**src/rtl/pipe_stage_reg.sv**
```systemverilog
// pipe_stage_reg: one pipeline stage register with valid/ready handshake.
// SKID=1 builds a 2-entry skid buffer whose in_ready_o comes straight from a
// flop, which cuts the ready path between neighbouring stages. SKID=0 builds
// a single register whose ready passes through combinationally.
// out_ctrl_o is gated with out_valid_o, so a bubble never carries live
// control bits such as RegWrite downstream.
module pipe_stage_reg #(
  parameter int DATA_W = 64,
  parameter int CTRL_W = 2,
  parameter int SKID   = 1
) (
  input  logic              clk_i,
  input  logic              rst_i,
  input  logic              flush_i,
  input  logic              in_valid_i,
  output logic              in_ready_o,
  input  logic [DATA_W-1:0] in_data_i,
  input  logic [CTRL_W-1:0] in_ctrl_i,
  output logic              out_valid_o,
  input  logic              out_ready_i,
  output logic [DATA_W-1:0] out_data_o,
  output logic [CTRL_W-1:0] out_ctrl_o,
  output logic [1:0]        occ_o
);

  // The encoding of each state is its occupancy, so occ_o is the state itself.
  typedef enum logic [1:0] {
    ST_EMPTY = 2'd0,
    ST_ONE   = 2'd1,
    ST_FULL  = 2'd2
  } state_t;

  state_t              state_r;
  logic [DATA_W-1:0]   main_data_r;
  logic [CTRL_W-1:0]   main_ctrl_r;
  logic [DATA_W-1:0]   skid_data_r;
  logic [CTRL_W-1:0]   skid_ctrl_r;
  logic                in_ready_r;

  logic                out_valid_s;
  logic                in_ready_s;
  logic                in_fire_s;
  logic                out_fire_s;

  // Handshake decode: ready is registered in skid mode, pass-through otherwise.
  always_comb begin
    out_valid_s = (state_r != ST_EMPTY);
    if (SKID != 0) begin
      in_ready_s = in_ready_r;
    end else begin
      in_ready_s = !out_valid_s || out_ready_i;
    end
    in_fire_s  = in_valid_i && in_ready_s;
    out_fire_s = out_valid_s && out_ready_i;
  end

  // Occupancy FSM with its payload registers; flush beats any transfer.
  always_ff @(posedge clk_i or negedge rst_i) begin
    if (!rst_i) begin
      state_r     <= ST_EMPTY;
      main_data_r <= {DATA_W{1'b0}};
      main_ctrl_r <= {CTRL_W{1'b0}};
      skid_data_r <= {DATA_W{1'b0}};
      skid_ctrl_r <= {CTRL_W{1'b0}};
      in_ready_r  <= 1'b1;
    end else if (flush_i) begin
      // Payload is left alone so out_data_o still shows its last value.
      state_r    <= ST_EMPTY;
      in_ready_r <= 1'b1;
    end else begin
      case (state_r)
        ST_EMPTY: begin
          if (in_fire_s) begin
            main_data_r <= in_data_i;
            main_ctrl_r <= in_ctrl_i;
            state_r     <= ST_ONE;
          end
          in_ready_r <= 1'b1;
        end
        ST_ONE: begin
          if (in_fire_s && out_fire_s) begin
            main_data_r <= in_data_i;
            main_ctrl_r <= in_ctrl_i;
            in_ready_r  <= 1'b1;
          end else if (in_fire_s) begin
            // Unreachable with pass-through ready: there in_fire implies out_fire.
            skid_data_r <= in_data_i;
            skid_ctrl_r <= in_ctrl_i;
            state_r     <= ST_FULL;
            in_ready_r  <= 1'b0;
          end else if (out_fire_s) begin
            state_r    <= ST_EMPTY;
            in_ready_r <= 1'b1;
          end else begin
            in_ready_r <= 1'b1;
          end
        end
        ST_FULL: begin
          // in_ready_r is low here, so only a drain can happen.
          if (out_fire_s) begin
            main_data_r <= skid_data_r;
            main_ctrl_r <= skid_ctrl_r;
            state_r     <= ST_ONE;
            in_ready_r  <= 1'b1;
          end else begin
            in_ready_r <= 1'b0;
          end
        end
        default: begin
          state_r    <= ST_EMPTY;
          in_ready_r <= 1'b1;
        end
      endcase
    end
  end

  assign in_ready_o  = in_ready_s;
  assign out_valid_o = out_valid_s;
  assign occ_o       = state_r;
  assign out_data_o  = main_data_r;
  assign out_ctrl_o  = out_valid_s ? main_ctrl_r : {CTRL_W{1'b0}};

endmodule
```
**config.mk**
```make
export PLATFORM = sky130hd
export DESIGN_NAME = pipe_stage_reg
export DESIGN_NICKNAME = d
export VERILOG_FILES = /design/src/rtl/pipe_stage_reg.sv
export SDC_FILE = /design/constraint.sdc
export NUM_CORES = 1
export LEC_CHECK = 0
export ABC_CLOCK_PERIOD_IN_PS = 2500
export CORE_MARGIN = 2
export CORE_UTILIZATION = 50
export DETAILED_ROUTE_END_ITERATION = 10
export PLACE_DENSITY = 0.8
export SLEW_MARGIN = 20
export SYNTH_ARGS = -nofsm -noshare
export SYNTH_HDL_FRONTEND = slang
export SYNTH_SLANG_ARGS = --single-unit
export TNS_END_PERCENT = 5
```
**constraint.sdc**
```tcl
create_clock -name clk_i -period 2.5 [get_ports clk_i]
set_input_delay 0.25 -clock clk_i [delete_from_list [all_inputs] [get_ports clk_i]]
set_output_delay 0.25 -clock clk_i [all_outputs]
set_load 0.005 [all_outputs]
```
==> results of run 1 <==
[worst max-delay path, cell delays in order (launching register included)]
cell and delay [ns]:
dfrtp_1 0.43, inv_1 0.12, ha_1 0.32, nand2b_4 0.20, a211o_2 0.34, buf_4 0.31, o21ai_0 0.34, o21ai_0 0.14
[per-stage QoR]
stage          setup slack [ns]  total power [mW]  cell area [sq um]
2_1_floorplan             0.498              5.56               5890
3_3_place_gp              0.320              7.20               7440
3_5_place_dp              0.182              7.39               7440
4_1_cts                   0.137              10.1               8090
5_1_grt                  0.0488              10.6               8090
6_report                 0.0962              10.0               8090
[report_power, final]
part           internal (mW)  switching, mW
sequential              3.26          0.558
clock                   1.77          0.890
combinational           1.99           1.54
total                   7.02           2.98
[cells in the final DEF, fill, tap and decap left out, types with 2 or more instances in the layout]
cell type	netlist	routed
clkdlybuf4s50_1	0	139
dfrtp_1	134	134
o21ai_0	93	93
mux2i_1	67	67
mux2_2	53	53
o21ai_1	40	40
clkbuf_16	0	17
mux2_1	13	13
buf_4	1	6
clkinv_2	0	5
buf_12	0	5
inv_1	4	4
bufinv_16	0	4
clkbuf_8	0	4
nand2_1	3	3
ha_1	4	3
nor2b_1	2	2
nor2_1	2	2
clkbuf_1	23	2
[sequential cells by signal, summed over array words and instances (netlist names)]
name	count
main_ctrl_r	2
skid_data_r	64
in_ready_o	1
occ_o	2
skid_ctrl_r	2
out_data_o	64
[area by class of cell]
type,instances,area share [%]
sequential,135,41.8
multi-input combinational,290,28.7
timing repair buffer,152,19.3
clock buffer,23,6.03
tap,143,2.21
clock inverter,9,1.79
inverter,4,0.186
[worst max path at each step]
stage	cells past startpoint	startpoint	slack, ns	end
2_1_floorplan	7	occ_o[1]	0.50	skid_data_r[36]
3_3_place_gp	5	out_ready_i	0.32	skid_data_r[16]
3_5_place_dp	7	occ_o[0]	0.18	out_data_o[25]
4_1_cts	7	occ_o[0]	0.14	out_data_o[27]
5_1_grt	7	occ_o[0]	0.05	out_data_o[27]
6_report	7	occ_o[0]	0.1	out_data_o[27]
[metal layers]
layer	up-vias	track usage [%]	wire length [um]	part of all wire, %
met2	118	38.7	7140	51
met5	-	0	0	0
met4	0	8.78	218	1.6
met3	24	5.08	561	4.0
met1	2152	29.2	6000	43
li1	1952	-	-	-
[what timing repair did]
item                       4_1_cts  5_1_grt
setup endpoints to repair        0        0
hold buffers                     1        0
hold endpoints to repair        29        0
[cells by family (layout without fill, tap and decap cells)]
logic type                 Yosys count  count (layout)  synth area share (%)
AOI/OAI and AO/OA                  139             139                  12.3
muxes                              133             133                  24.0
buffers and inverters               40             188                  3.72
and+or+nand+nor                     13              13                  1.53
xor gates and xnor gates             1               1                 0.149
adders and majority gates            4               4                 0.850
DFF                                135             135                  57.4
==> out/metrics.yaml, run 1 <==
synthArstFlopShare_pct: 100
synthCells: 465
rsz0062_at_grt: "false"
multi_input_area_sq_um: 2320
register_area_sq_um: 3380
relSlewSlack_pct: 55.1
fin_cells: 756
clk_pin_slew_ns: 0.06
synth_edf_count: 0
synth_area_leaders: "dfrtp_1 57%, mux2i_1 11%, mux2_2 10%"
drive_gt1_share_pct: 16.8
syn_avg_cell_area_sq_um: 12.7
routed_wl_mm: 13.9
syn_nets: 540
finalSetupTns_ns: 0
initial_utilization_pct: 51.3
grt_remaining_overflow: 0
yosysMostFrequentCell: "dfrtp_1"
run_status: "completed"
dr.pass1.iters: 5
clkSinkCount: 135
max_freq_mhz: 416
yosys_register_bits: 135
synth_common_cells: "134 x dfrtp_1, 93 x o21ai_0, 67 x mux2i_1"
p_leak_nw: 3.26
syn_area_sq_um: 5890
r2r_start: "occ_o[0]"
fin_crit_ns: 2.40
dp_cells: 723
rr_endpoint: "out_data_o[27]"
hold_slack_ns: 0.312
drtIter0Drc: 254
finalCritPeriodShare_pct: 96.2
final_antenna_net_count: 0
crit_path_end_kind: "register"
yosysWarningCount: 0
arrival_ns: 2.68
drc_errors: 0
n_fill_cell: 823
via_per_inst: 5.62
crit_type: "register to register"
cts_max_level: 4
synthToLayoutAreaGrowth_pct: 37.4
diodes: 0
yosys.area.top_type: "dfrtp_1"
wl_per_cell_um: 18.4
ir_drop_v: 0.000686
fin_util_pct: 70.5
worst-slew-pin-transition_ns: 0.674
grt_max_degree: 71
die_y_um: 113
clkLatencyLatePin_ns: 0.41
dieArea_sq_um: 12700
grt_pass1_wl_mm: 22.9
fp-row-count: 39
maxSlewViolCount: 0
ys_types: 28
fin_nets: 675
core_region_area_sq_um: 11500
place_congestion: 0.774
cp-start-kind: "register"
cts_max_path_buffers: 2
antenna_found_initial: 0
vias: 4246
post-cts-setup-buffers: 0
cp.required_ns: 2.78
synthFlopType: "dfrtp_1"
cts_resized: 0
setup_viol_count_final: 0
rrSetupSlack_ns: 0.1
cts_tree: "done"
crit_path_max_fanout: 66
yosysTopAreaCellShare_pct: 57.0
dp_hpwl_mm: 8.71
grt_usage_pct: 23.0
die_x_um: 113
hold_class: "input pin to async pin"
powerDensity_nw_per_um2: 1240
hold_viol: 0
cts-buffers-inserted: 17
finClkSkew_ns: 0.00637
top_level_ports: 141
ys_seq_area_share_pct: 57.4
grt_pass1_vias: 4526
maxCapViolations: 0
r2r_cells: 7
io_buffer_count: 140
clockRootBuffer: "clkbuf_16"
No activity file was read; power rests on OpenSTA's default activity.
==> run 2: changes to the inputs <==
--- a/config.mk
+++ b/config.mk
@@ -7,9 +7,9 @@
 export LEC_CHECK = 0
 export ABC_CLOCK_PERIOD_IN_PS = 2500
 export CORE_MARGIN = 2
-export CORE_UTILIZATION = 50
+export CORE_UTILIZATION = 47
 export DETAILED_ROUTE_END_ITERATION = 10
-export PLACE_DENSITY = 0.8
+export PLACE_DENSITY = 0.83
 export SLEW_MARGIN = 20
 export SYNTH_ARGS = -nofsm -noshare
 export SYNTH_HDL_FRONTEND = slang
==> out/metrics.yaml, run 2 (synthesis gave the netlist of run 1 again) <==
run_status: "completed"
path_buf_inv: 2  # unchanged
drive_gt1_share_pct: 16.6  # -0.22 points
drc_errors: 0  # unchanged
worstPathCellList: "inv_1 > ha_1 > nor2b_2 > a311oi_4 > or2_2 > buf_4 > o21ai_0"
dieArea_sq_um: 13400  # +6.2%
cts-buffers-inserted: 17  # unchanged
io_buffer_count: 140  # unchanged
finalCritPeriodShare_pct: 94.4  # -1.8 points
place_congestion: 0.812  # +4.9%
hold_class: "input pin to async pin"
cp.required_ns: 2.76  # -0.02 ns
rr_endpoint: "out_data_o[36]"
fin_crit_ns: 2.36  # -0.0442 ns
routed_wl_mm: 13.7  # -1.2%
wl_per_cell_um: 17.7  # -3.9%
cp-start-kind: "register"
maxSlewViolCount: 0  # unchanged
die_x_um: 116  # +3.0%
dr.pass1.iters: 5  # unchanged
clockRootBuffer: "clkbuf_16"
p_leak_nw: 3.21  # -1.4%
vias: 4229  # -0.40%
crit_path_end_kind: "register"
crit_type: "register to register"
most-common-layout-cells: "139 x clkdlybuf4s50_1, 134 x dfrtp_1, 93 x o21ai_0, 67 x mux2i_1, 53 x mux2_2"
fp-row-count: 40  # +2.6%
finalSetupTns_ns: 0  # unchanged
hold_slack_ns: 0.299  # -0.0131 ns
grt_max_degree: 71  # unchanged
worst-slew-pin-transition_ns: 0.640  # -0.0337 ns
clk_pin_slew_ns: 0.06  # about the same
initial_utilization_pct: 48.6  # -2.7 points
r2r_cells: 7  # unchanged
core_region_area_sq_um: 12100  # +5.6%
crit_path_max_fanout: 45  # -32%
layout_commonest_cell: "clkdlybuf4s50_1"
ir_drop_v: 0.000615  # -10%
clkLatencyLatePin_ns: 0.41  # about the same
synthToLayoutAreaGrowth_pct: 36.7
grt_remaining_overflow: 0  # unchanged
cts_max_path_buffers: 2  # unchanged
drtIter0Drc: 253  # -0.39%
post-cts-setup-buffers: 0  # unchanged
clkSinkCount: 135  # unchanged
antenna_found_initial: 0  # unchanged
grt_pass1_vias: 4492  # -0.75%
rrSetupSlack_ns: 0.14  # +0.04 ns
relSlewSlack_pct: 57.3  # +2.2 points
fin_nets: 672  # -0.44%
cts_tree: "done"
max_freq_mhz: 424  # +1.9%
diodes: 0  # unchanged
cts_max_level: 4  # unchanged
hold_viol: 0  # unchanged
top_level_ports: 141  # unchanged
dp_hpwl_mm: 8.64  # -0.81%
maxCapViolations: 0  # unchanged
crit_path_max_incr_delay_ns: 0.42  # about the same
crit_family: "buffers and inverters"
finClkSkew_ns: 0.0119  # +0.00549 ns
via_per_inst: 5.44  # -3.1%
final_antenna_net_count: 0  # unchanged
powerDensity_nw_per_um2: 1220  # -1.1%
die_y_um: 116  # +3.0%
r2r_start: "occ_o[0]"
arrival_ns: 2.62  # -0.06 ns
grt_usage_pct: 21.3  # -1.7 points
setup_viol_count_final: 0  # unchanged
grt_pass1_wl_mm: 22.0  # -3.7%
slowest_stage: "dfrtp_1"
run 2: area by class of cell:
class,count,area [sq um]
multi-input cells,290,2320
flip-flops and latches,135,3380
inverters,4,15.0
repair buffers,149,1510
clock buffers,19,453
clock inverters,12,151
well taps,168,210
fillers,933,4070
run 2: stage by stage:
stage	cells	utilization [%]	worst slack, ns	total power [mW]	instance area, sq um
3_3_place_gp	745	61.3	0.286	7.13	7430
2_1_floorplan	465	-	0.498	5.56	5890
3_5_place_dp	745	61.3	0.158	7.34	7430
4_1_cts	777	66.4	0.147	9.91	8040
6_report	777	66.4	0.140	9.84	8050
5_1_grt	777	66.4	-0.00285	10.4	8050
run 2: how the worst max path moves through the flow:
stage           startpoint               to  slack (ns)  cells past startpoint
6_report          occ_o[0]   out_data_o[36]        0.14                      7
5_1_grt           occ_o[1]   out_data_o[22]      -0.003                      7
4_1_cts           occ_o[0]   out_data_o[18]        0.15                      7
3_5_place_dp      occ_o[0]   out_data_o[18]        0.16                      7
3_3_place_gp   out_ready_i  skid_data_r[11]        0.29                      5
2_1_floorplan     occ_o[1]  skid_data_r[36]        0.50                      7
run 2: repair_timing:
item                       CTS  global route
gates resized for setup      0             1
setup endpoints to repair    0            18
hold buffers                 1             0
hold endpoints to repair    36             0
run 2: per-layer routing:
layer,GRT usage (%),vias up,wire (um)
li1,-,1933,-
met1,26.5,2141,5680
met2,36.0,137,7210
met3,4.86,18,594
met4,8.97,0,259
met5,0,-,0
run 2: power by group:
group / internal (mW) / switching (mW)
clock network: 1.61 / 0.920
logic: 1.95 / 1.51
registers: 3.26 / 0.577
total: 6.83 / 3.01
